## src/rtl/rle_job_scheduler_pkg.sv

```systemverilog
// Shared types for the RLE job scheduler: queued descriptor layout, FSM states
// and a saturating increment used by the cycle counters.
package rle_pkg;

  localparam int unsigned RLE_TAG_W = 8;

  typedef struct packed {
    logic [31:0]          msg_addr;
    logic [31:0]          msg_size;
    logic [31:0]          rle_addr;
    logic [RLE_TAG_W-1:0] tag;
  } rle_job_t;

  typedef enum logic [2:0] {
    StIdle,
    StLaunch,
    StWaitDone,
    StReport,
    StGap
  } rle_sched_state_e;

  function automatic logic [31:0] sat_inc(input logic [31:0] v);
    return (v == 32'hFFFF_FFFF) ? v : v + 32'd1;
  endfunction

endpackage

```

## src/rtl/rle_job_scheduler_if.sv

```systemverilog
// Host descriptor, core control and result handshakes of the RLE job scheduler.
// The slave modport is the scheduler's view; master is the host/core side.
interface rle_job_scheduler_if;

  logic                            job_valid;
  logic                            job_ready;
  logic [31:0]                     job_message_addr;
  logic [31:0]                     job_message_size;
  logic [31:0]                     job_rle_addr;
  logic                            rle_start;
  logic [31:0]                     rle_message_addr;
  logic [31:0]                     rle_message_size;
  logic [31:0]                     rle_addr;
  logic                            rle_done;
  logic [31:0]                     rle_size;
  logic                            res_valid;
  logic                            res_ready;
  logic [rle_pkg::RLE_TAG_W-1:0]   res_tag;
  logic [31:0]                     res_rle_size;
  logic [31:0]                     res_cycles;
  logic                            res_err;
  logic                            busy;

  modport master (
    output job_valid, job_message_addr, job_message_size, job_rle_addr,
    output rle_done, rle_size, res_ready,
    input  job_ready, rle_start, rle_message_addr, rle_message_size, rle_addr,
    input  res_valid, res_tag, res_rle_size, res_cycles, res_err, busy
  );

  modport slave (
    input  job_valid, job_message_addr, job_message_size, job_rle_addr,
    input  rle_done, rle_size, res_ready,
    output job_ready, rle_start, rle_message_addr, rle_message_size, rle_addr,
    output res_valid, res_tag, res_rle_size, res_cycles, res_err, busy
  );

endinterface

```

## src/rtl/rle_job_fifo.sv

```systemverilog
// Synchronous descriptor FIFO; pointers carry one wrap bit so full and empty
// are distinguishable with all DEPTH entries usable.
module rle_job_fifo
  import rle_pkg::*;
#(
  parameter int unsigned DEPTH = 4
) (
  input  logic     clk,
  input  logic     reset,
  input  logic     push_i,
  input  rle_job_t wdata_i,
  input  logic     pop_i,
  output rle_job_t rdata_o,
  output logic     full_o,
  output logic     empty_o
);

  localparam int unsigned AW = $clog2(DEPTH);
  localparam logic [AW:0] PtrOne = {{AW{1'b0}}, 1'b1};

  logic [AW:0] wr_ptr_q, rd_ptr_q;
  rle_job_t    mem_q [DEPTH];

  assign empty_o = (wr_ptr_q == rd_ptr_q);
  assign full_o  = (wr_ptr_q[AW] != rd_ptr_q[AW]) &&
                   (wr_ptr_q[AW-1:0] == rd_ptr_q[AW-1:0]);
  assign rdata_o = mem_q[rd_ptr_q[AW-1:0]];

  always_ff @(posedge clk or posedge reset) begin
    if (reset) begin
      wr_ptr_q <= '0;
      rd_ptr_q <= '0;
    end else begin
      if (push_i && !full_o) wr_ptr_q <= wr_ptr_q + PtrOne;
      if (pop_i && !empty_o) rd_ptr_q <= rd_ptr_q + PtrOne;
    end
  end

  always_ff @(posedge clk) begin
    if (push_i && !full_o) mem_q[wr_ptr_q[AW-1:0]] <= wdata_i;
  end

endmodule

```

## src/rtl/rle_job_scheduler.sv

```systemverilog
// Sequences queued descriptors through the RLE core one at a time: start pulse,
// wait for done (optional watchdog), report result, then enforce an idle gap.
module rle_job_scheduler
  import rle_pkg::*;
#(
  parameter int unsigned DEPTH        = 4,
  parameter int unsigned START_CYCLES = 2,
  parameter int unsigned GAP_CYCLES   = 10,
  parameter int unsigned TIMEOUT      = 0
) (
  input logic                clk,
  input logic                reset,
  rle_job_scheduler_if.slave bus
);

  rle_sched_state_e     state_q, state_d;
  logic [31:0]          cnt_q, cnt_d;
  logic [31:0]          lat_q, lat_d;
  logic [RLE_TAG_W-1:0] tag_q;
  rle_job_t             cur_job_q, cur_job_d;
  logic                 rle_start_q, res_valid_q;
  logic [RLE_TAG_W-1:0] res_tag_q, res_tag_d;
  logic [31:0]          res_size_q, res_size_d;
  logic [31:0]          res_cycles_q, res_cycles_d;
  logic                 res_err_q, res_err_d;
  logic                 fifo_full, fifo_empty, fifo_pop, push, timeout_hit;
  rle_job_t             fifo_wdata, fifo_rdata;

  assign push       = bus.job_valid && !fifo_full;
  assign fifo_wdata = '{msg_addr: bus.job_message_addr, msg_size: bus.job_message_size,
                        rle_addr: bus.job_rle_addr, tag: tag_q};

  rle_job_fifo #(
    .DEPTH(DEPTH)
  ) u_fifo (
    .clk    (clk),
    .reset  (reset),
    .push_i (push),
    .wdata_i(fifo_wdata),
    .pop_i  (fifo_pop),
    .rdata_o(fifo_rdata),
    .full_o (fifo_full),
    .empty_o(fifo_empty)
  );

  // cnt_q holds the number of wait cycles already spent before this one.
  assign timeout_hit = (TIMEOUT != 0) && (sat_inc(cnt_q) >= TIMEOUT);

  always_comb begin
    state_d      = state_q;
    cnt_d        = cnt_q;
    lat_d        = lat_q;
    cur_job_d    = cur_job_q;
    res_tag_d    = res_tag_q;
    res_size_d   = res_size_q;
    res_cycles_d = res_cycles_q;
    res_err_d    = res_err_q;
    fifo_pop     = 1'b0;
    case (state_q)
      StIdle: begin
        if (!fifo_empty) begin
          fifo_pop  = 1'b1;
          cur_job_d = fifo_rdata;
          cnt_d     = '0;
          lat_d     = '0;
          state_d   = StLaunch;
        end
      end
      StLaunch: begin
        lat_d = sat_inc(lat_q);
        if (cnt_q == START_CYCLES - 1) begin
          cnt_d   = '0;
          state_d = StWaitDone;
        end else begin
          cnt_d = cnt_q + 32'd1;
        end
      end
      StWaitDone: begin
        lat_d = sat_inc(lat_q);
        cnt_d = sat_inc(cnt_q);
        // done takes priority over a watchdog expiring in the same cycle
        if (bus.rle_done || timeout_hit) begin
          res_tag_d    = cur_job_q.tag;
          res_cycles_d = sat_inc(lat_q);
          res_err_d    = !bus.rle_done;
          res_size_d   = bus.rle_done ? bus.rle_size : '0;
          state_d      = StReport;
        end
      end
      StReport: begin
        if (bus.res_ready) begin
          cnt_d   = '0;
          state_d = (GAP_CYCLES == 0) ? StIdle : StGap;
        end
      end
      StGap: begin
        if (cnt_q == GAP_CYCLES - 1) state_d = StIdle;
        else                         cnt_d   = cnt_q + 32'd1;
      end
      default: state_d = StIdle;
    endcase
  end

  always_ff @(posedge clk or posedge reset) begin
    if (reset) begin
      state_q      <= StIdle;
      cnt_q        <= '0;
      lat_q        <= '0;
      tag_q        <= '0;
      cur_job_q    <= '0;
      rle_start_q  <= 1'b0;
      res_valid_q  <= 1'b0;
      res_tag_q    <= '0;
      res_size_q   <= '0;
      res_cycles_q <= '0;
      res_err_q    <= 1'b0;
    end else begin
      state_q      <= state_d;
      cnt_q        <= cnt_d;
      lat_q        <= lat_d;
      cur_job_q    <= cur_job_d;
      rle_start_q  <= (state_d == StLaunch);
      res_valid_q  <= (state_d == StReport);
      res_tag_q    <= res_tag_d;
      res_size_q   <= res_size_d;
      res_cycles_q <= res_cycles_d;
      res_err_q    <= res_err_d;
      if (push) tag_q <= tag_q + RLE_TAG_W'(1);
    end
  end

  assign bus.job_ready        = !fifo_full;
  assign bus.busy             = (state_q != StIdle) || !fifo_empty;
  assign bus.rle_start        = rle_start_q;
  assign bus.rle_message_addr = cur_job_q.msg_addr;
  assign bus.rle_message_size = cur_job_q.msg_size;
  assign bus.rle_addr         = cur_job_q.rle_addr;
  assign bus.res_valid        = res_valid_q;
  assign bus.res_tag          = res_tag_q;
  assign bus.res_rle_size     = res_size_q;
  assign bus.res_cycles       = res_cycles_q;
  assign bus.res_err          = res_err_q;

endmodule

```

## src/flat_wrapper.sv

```systemverilog
// flat-port wrapper written by rule: the top's interface ports become plain ports
module rle_job_scheduler_flat import rle_pkg::*;
#(
  parameter int unsigned DEPTH        = 4,
  parameter int unsigned START_CYCLES = 2,
  parameter int unsigned GAP_CYCLES   = 10,
  parameter int unsigned TIMEOUT      = 0
)
  (clk, reset, bus_job_valid, bus_job_message_addr, bus_job_message_size, bus_job_rle_addr, bus_rle_done, bus_rle_size, bus_res_ready, bus_job_ready, bus_rle_start, bus_rle_message_addr, bus_rle_message_size, bus_rle_addr, bus_res_valid, bus_res_tag, bus_res_rle_size, bus_res_cycles, bus_res_err, bus_busy);
  rle_job_scheduler_if bus_i ();
  input logic clk;
  input logic reset;
  input wire logic [$bits(bus_i.job_valid)-1:0] bus_job_valid;
  input wire logic [$bits(bus_i.job_message_addr)-1:0] bus_job_message_addr;
  input wire logic [$bits(bus_i.job_message_size)-1:0] bus_job_message_size;
  input wire logic [$bits(bus_i.job_rle_addr)-1:0] bus_job_rle_addr;
  input wire logic [$bits(bus_i.rle_done)-1:0] bus_rle_done;
  input wire logic [$bits(bus_i.rle_size)-1:0] bus_rle_size;
  input wire logic [$bits(bus_i.res_ready)-1:0] bus_res_ready;
  output wire logic [$bits(bus_i.job_ready)-1:0] bus_job_ready;
  output wire logic [$bits(bus_i.rle_start)-1:0] bus_rle_start;
  output wire logic [$bits(bus_i.rle_message_addr)-1:0] bus_rle_message_addr;
  output wire logic [$bits(bus_i.rle_message_size)-1:0] bus_rle_message_size;
  output wire logic [$bits(bus_i.rle_addr)-1:0] bus_rle_addr;
  output wire logic [$bits(bus_i.res_valid)-1:0] bus_res_valid;
  output wire logic [$bits(bus_i.res_tag)-1:0] bus_res_tag;
  output wire logic [$bits(bus_i.res_rle_size)-1:0] bus_res_rle_size;
  output wire logic [$bits(bus_i.res_cycles)-1:0] bus_res_cycles;
  output wire logic [$bits(bus_i.res_err)-1:0] bus_res_err;
  output wire logic [$bits(bus_i.busy)-1:0] bus_busy;
  assign bus_i.job_valid = bus_job_valid;
  assign bus_i.job_message_addr = bus_job_message_addr;
  assign bus_i.job_message_size = bus_job_message_size;
  assign bus_i.job_rle_addr = bus_job_rle_addr;
  assign bus_i.rle_done = bus_rle_done;
  assign bus_i.rle_size = bus_rle_size;
  assign bus_i.res_ready = bus_res_ready;
  assign bus_job_ready = bus_i.job_ready;
  assign bus_rle_start = bus_i.rle_start;
  assign bus_rle_message_addr = bus_i.rle_message_addr;
  assign bus_rle_message_size = bus_i.rle_message_size;
  assign bus_rle_addr = bus_i.rle_addr;
  assign bus_res_valid = bus_i.res_valid;
  assign bus_res_tag = bus_i.res_tag;
  assign bus_res_rle_size = bus_i.res_rle_size;
  assign bus_res_cycles = bus_i.res_cycles;
  assign bus_res_err = bus_i.res_err;
  assign bus_busy = bus_i.busy;
  rle_job_scheduler #(.DEPTH(DEPTH), .START_CYCLES(START_CYCLES), .GAP_CYCLES(GAP_CYCLES), .TIMEOUT(TIMEOUT)) u_core (.clk(clk), .reset(reset), .bus(bus_i));
endmodule
```

## config.mk

```make
export PLATFORM = sky130hd
export DESIGN_NAME = rle_job_scheduler_flat
export DESIGN_NICKNAME = d
export VERILOG_FILES = /design/src/rtl/rle_job_scheduler_pkg.sv /design/src/rtl/rle_job_scheduler_if.sv /design/src/rtl/rle_job_fifo.sv /design/src/rtl/rle_job_scheduler.sv /design/src/flat_wrapper.sv
export SDC_FILE = /design/constraint.sdc
export NUM_CORES = 1
export LEC_CHECK = 0
export BUFFER_PORTS_ARGS = -buffer_cell sky130_fd_sc_hd__buf_4
export CELL_PAD_IN_SITES_DETAIL_PLACEMENT = 0
export CELL_PAD_IN_SITES_GLOBAL_PLACEMENT = 2
export CORE_ASPECT_RATIO = 1.25
export CORE_MARGIN = 1.5
export CORE_UTILIZATION = 42
export DETAILED_ROUTE_END_ITERATION = 7
export PLACE_DENSITY_LB_ADDON = 0.05
export SLEW_MARGIN = 0
export SYNTH_ARGS = -nofsm -noshare
export SYNTH_HDL_FRONTEND = slang
export SYNTH_SLANG_ARGS = --single-unit
```

## constraint.sdc

```tcl
create_clock -name clk -period 9 [get_ports clk]
set_clock_uncertainty 0.05 [all_clocks]
set_input_delay 0.9 -clock clk [delete_from_list [all_inputs] [get_ports clk]]
set_output_delay 0.9 -clock clk [all_outputs]
set_load 0.01 [all_outputs]
```

* Yosys cells after proc, flatten, opt, wreduce, memory -nomap -nowiden
Memory sizes are Yosys's and may differ from the RTL's. A register that Yosys moved wholly into a read port is not among the register bits. Cells that the tools add are included.
Word-level totals: register bits 156, logic and storage cells 71, input bits 133, bits in writable memories 416, memories 1
Memory list:
- u_core.u_fifo.mem_q | words 4, width 104, read ports 1, clocked after memory_dff 1, write ports 1, RTL line rle_job_fifo.sv:22 | rle_job_t mem_q [DEPTH];
Operators by class: add/sub/neg operators 5, reductions and logical operators 17, multiplexer cells 18, equality and inequality tests 17, bitwise logic cells 1
Operators by type and width (number):
- 32-bit two-way mux | 6
- 32-bit case mux with 5 select lines | 1
- 32-bit by 1-bit adder with 32-bit output (second input constant) | 2
- 32-bit equality test (second input constant) | 2
- 32-bit case mux with 2 select lines | 1
- 32-bit by 1-bit equality test with 1-bit output (second input constant) | 1
- 32-bit by 4-bit equality test with 1-bit output (second input constant) | 1
- 3-bit two-way mux | 5
- 3-bit case mux with 5 select lines | 1
- 3-bit by 2-bit equality test with 1-bit output (second input constant) | 3
- 8-bit by 1-bit adder with 8-bit output (second input constant) | 1
- 2-bit != test (second input constant) | 4
- 3-bit by 1-bit adder with 3-bit output (second input constant) | 2
- 3-bit by 1-bit equality test with 1-bit output (second input constant) | 2
- 2-bit AND reduction | 3
- 5-bit AND reduction | 1
- 5-bit nonzero test | 1
- 1-bit logical AND | 4
- 1-bit two-way mux | 4
- 3-bit equality test | 1
- 3-bit equality test (second input constant) | 1
- 1-bit zero test | 3
- 3-bit zero test | 1
- 3-bit nonzero test | 1
- other kinds (6) | 6

* Longest topological paths before layout
depth after elaboration 7, depth in mapped cells 10, depth with buffers taken out 8

* Cells and area by module
A second synthesis with hierarchy kept.
Second synthesis, totals: cell total of the unflattened synthesis 1954, area, all modules 27431.3 um^2
By module, submodules not included:
- rle_job_fifo | area an instance 15478.6 um^2, sequential area each 12642.1 um^2, cells an instance 593, instances 1
- rle_job_scheduler | area an instance 11952.7 um^2, sequential area each 6356.1 um^2, cells an instance 1361, instances 1

* Least setup slack after synthesis
Ideal clock, no wire load.
path kind input port to flip-flop, start point input port bus_job_valid, end point memory u_core.u_fifo.mem_q[3][0] (netlist name) (enable), stages on the path 1, library setup time 0.477 ns, buffers on the path 0, slack 5.088 ns, arrival 3.386 ns, data required time 8.473 ns, cell sequence and3_1
On the way: longest elaborated chain between the ends 4
RTL lines:
- start: declaration | RTL line flat_wrapper.sv:13 | input wire logic [$bits(bus_i.job_valid)-1:0] bus_job_valid;
- 1-bit logical AND | RTL line rle_job_scheduler.sv:29 | assign push = bus.job_valid && !fifo_full;
- 1-bit logical AND | RTL line rle_job_fifo.sv:40 | if (push_i && !full_o) mem_q[wr_ptr_q[AW-1:0]] <= wdata_i;
- 1-bit two-way mux | RTL line rle_job_fifo.sv:40
- 1-bit two-way mux (implied by the code) | RTL line rle_job_fifo.sv:40
- end: declaration | RTL line rle_job_fifo.sv:22
Every way passes these cells.

* Worst setup path in the final report
start point register u_core.u_fifo.rd_ptr_q[1], end point register u_core.cnt_q[21]
On the way: longest elaborated chain between the ends 3
RTL lines:
- start: declaration | RTL line rle_job_fifo.sv:21 | logic [AW:0] wr_ptr_q, rd_ptr_q;
- start signal: assignment | RTL line rle_job_fifo.sv:35 | if (pop_i && !empty_o) rd_ptr_q <= rd_ptr_q + PtrOne;
- 3-bit equality test | RTL line rle_job_fifo.sv:24 | assign empty_o = (wr_ptr_q == rd_ptr_q);
- 2-bit != test (no line)
- 5-bit AND reduction (no line)
- end signal: assignment | RTL line rle_job_scheduler.sv:119 | cnt_q <= cnt_d;
- end: declaration | RTL line rle_job_scheduler.sv:17 | logic [31:0] cnt_q, cnt_d;
Every way passes these cells. A chain may end at the register's enable or synchronous reset.

==> impl_metrics.py <==
metrics = {
    "floorplan": {
        "ios": 306,
        "fp.coreArea_mm2": 0.06454,
        "die_x_um": 231.5,
        "die_area_mm2": 0.06682,
        "die_h_um": 288.6,
        "start_util_pct": 42.47,
        "fp-row-count": 104,
    },
    "sta": {
        "fin_crit_ns": 3.889,
        "setup_slack_ns": 5.111,
        "hold_slack_ns": 0.3039,
        "timing.fmax_mhz": 257.1,
        "setup_tns_ns": 0,
        "period_share_pct": 43.21,
        "rsz0062_at_grt": "false",
        "setup_viol": 0,
        "drv_slew": 0,
        "hold_viol_final": 0,
        "slew_headroom_pct": 29.68,
        "tightest_slew_ns": 1.055,
    },
    "global_routing": {
        "grt_pass1_vias": 15580,
        "grt_antenna_before_repair": 3,
        "grt_pass1_wl_mm": 95.50,
        "grt_max_degree": 86,
        "globalRouteOverflowTotal": 0,
        "grt_usage_pct": 18.94,
    },
    "routing": {
        "drc": 0,
        "drt_iter0_drc": 855,
        "drt-vias-per-instance": 5.222,
        "wl_per_cell_um": 21.94,
        "wl_mm": 62.73,
        "ant_nets": 0,
        "first_pass_iters": 5,
        "vias": 14930,
    },
    "synth": {
        "synth_fp_nets": 1882,
        "synth-async-reset-ratio_pct": 38.46,
        "syn_avg_cell_area_um2": 15.75,
        "yosys_register_bits": 676,
        "synth_area_leader_cell": "edfxtp_1",
        "synth_area_leaders": "edfxtp_1 (46%), dfrtp_1 (24%), mux4_2 (8.5%)",
        "ys_types": 67,
        "synth_area_mm2": 0.02741,
        "yosysSeqAreaShare_pct": 69.30,
        "syn_inst": 1740,
        "synth_edf_count": 416,
        "yosysWarningCount": 0,
        "synth_flop_cell": "edfxtp_1",
        "synth_top_area_share_pct": 45.57,
    },
    "critical_path": {
        "crit_buf_inv": 0,
        "worstSetupPathType": "reg -> reg",
        "rr_startpoint": "u_core.u_fifo.rd_ptr_q[1]",
        "worstPathCellList": "xnor2_1, and3b_1, a221oi_1, o21a_1, nand3_1, o41ai_1",
        "worstPathRequired_ns": 9.43,
        "reg2reg_slack_ns": 5.11,
        "worstPathArrival_ns": 4.32,
        "startpoint_type": "flip-flop",
        "cpPeakStageDelay_ns": 1.09,
        "cp_max_fo": 65,
        "end_kind": "flip-flop",
        "cp_slowest_cell": "dfrtp_4",
        "rr_endpoint": "u_core.cnt_q[21]",
        "ff2ff_path_depth": 6,
        "cp_top_family": "compound AO/OA/AOI/OAI gates",
    },
    "final_layout": {
        "drive_above_1_share_pct": 33.50,
        "final_util_pct": 50.09,
        "fillers": 5580,
        "seq_area_mm2": 0.01901,
        "layout.cells.non_filler": 2859,
        "nNetsFinal": 2094,
        "multi_input_area_mm2": 0.007331,
        "syn_to_final_growth_pct": 17.92,
    },
    "clock_tree": {
        "cts-htree-levels": 3,
        "tritoncts": "yes",
        "ctsResizeCount": 0,
        "cts_setup_buffers": 0,
        "root_buffer": "clkbuf_16",
        "cts_hold_buf": 0,
        "numClockSinks": 676,
        "cts.reportedPaths.clkPinSlew_ns": 0.07,
        "cts_buffers": 71,
        "clk_latency_ns": 0.61,
        "clockBufferDepth": 3,
    },
    "worst_hold_path": {
        "hold_class": "in -> async",
    },
    "placement": {
        "numPlacedInstances": 2727,
        "pre_cts_ws_ns": 5.035,
        "gp_congestion": 0.7506,
        "dpl.hpwl_mm": 39.05,
        "portBuffers": 305,
    },
    "power_and_ir_drop": {
        "leakage_nw": 12.36,
        "ir_worst_vdd_mv": 0.2198,
        "pwr_density_cell_mw_per_mm2": 341.4,
    },
    "flow_run": {
        "maxCapViolCount": 0,
    },
    "outcome": {
        "outcome": "complete, no violations",
    },
}
[layout make-up]
cell class | instances | share of cell area, %
tap | 848 | 3.282
clock inverter | 40 | 1.552
multi-input combinational | 867 | 22.68
inverter | 15 | 0.1974
timing repair buffer | 321 | 7.455
sequential | 676 | 58.79
antenna | 2 | 0.01548
clock buffer | 90 | 6.026
[through the flow]
stage	power (mW)	area [um^2]
finish	11.04	32330
floorplan	7.088	27410
global route	11.65	32330
detailed placement	8.155	29870
CTS	11.25	32320
global placement	8.095	29870
[worst reg2reg max path, delay by kind of cell, from the launching register on]
family	cells	cell delay (ns)
compound gates	3	1.33
flops	1	1.09
simple gates	2	1.04
xor+xnor	1	0.27
[per-layer routing]
metal | GRT usage (%) | part of all wire (%)
met5 | 0 | 0.027
met4 | 5.964 | 2.0
met3 | 4.019 | 5.1
met2 | 32.90 | 52
met1 | 23.65 | 41
[where the power goes]
part | leakage (nW) | total (mW) | switching (mW) | internal, mW
clock | 1.20 | 3.06 | 1.25 | 1.81
combinational | 4.05 | 3.29 | 1.69 | 1.60
sequential | 7.12 | 4.69 | 0.476 | 4.21
total | 12.4 | 11.0 | 3.41 | 7.62
[kinds of logic after synthesis]
family / share of synthesized area (%)
buf+inv: 4.144
fa+ha+maj: 0.4108
simple gates: 7.025
compound gates: 4.701
xor+xnor: 1.406
flops: 69.30
mux: 13.01
[worst max-delay path by stage]
stage | from | cells past startpoint | endpoint | slack, ns
floorplan | reset | 1 | u_core.bus.res_cycles[0] | 0.89
global placement | u_core.u_fifo.rd_ptr_q[1] | 6 | u_core.cnt_q[21] | 5.04
detailed placement | u_core.u_fifo.rd_ptr_q[1] | 6 | u_core.cnt_q[7] | 5.04
CTS | u_core.u_fifo.rd_ptr_q[1] | 6 | u_core.cnt_q[21] | 5.00
global route | u_core.u_fifo.rd_ptr_q[1] | 6 | u_core.cnt_q[7] | 4.74
finish | u_core.u_fifo.rd_ptr_q[1] | 6 | u_core.cnt_q[21] | 5.11
[state kept, by name, summed over array words and instances (netlist names), 8 cells and up]
register                     flops
u_core.bus.res_cycles           32
u_core.lat_q                    32
u_core.u_fifo.mem_q            416
u_core.bus.rle_message_addr     32
u_core.bus.rle_addr             32
u_core.cnt_q                    32
u_core.cur_job_q                 8
u_core.bus.res_rle_size         32
u_core.bus.rle_message_size     32
u_core.bus.res_tag               8
u_core.tag_q                     8
[layout by cell type (no fill, tap or decap), drive strengths merged, types with 12 or more instances in the layout]
master	Yosys	routed
a21oi	22	22
o21ai	68	68
inv	15	19
o31ai	20	20
nand3	42	42
buf	125	321
nand4	25	25
nor3	14	14
edfxtp	416	416
dfrtp	260	260
nand2	217	217
a31oi	18	18
nor4	12	12
clkbuf	57	90
and3	17	17
mux2	106	106
clkinv	0	23
xnor2	23	23
xor2	21	21
mux4	104	104
nor2	33	33
[synth_stat cells, drive strengths merged, types with 3 or more instances]
master / number
xor2: 21
nand4: 25
nor4: 12
dfrtp: 260
or2: 6
buf: 125
a2bb2oi: 8
nand2b: 6
and4: 9
a21o: 9
inv: 15
nor2: 33
edfxtp: 416
or3: 8
o31ai: 20
nand2: 217
mux2i: 3
a41oi: 4
nor3: 14
a31oi: 18
and3: 17
a21oi: 22
a22oi: 5
a21boi: 4
ha: 9
o21ai: 68
nand3: 42
mux4: 104
mux2: 106
o311ai: 3
xnor2: 23
or4: 3
o41ai: 10
clkbuf: 57
and2: 10
a22o: 6
Power figures use the tool's default switching activity.
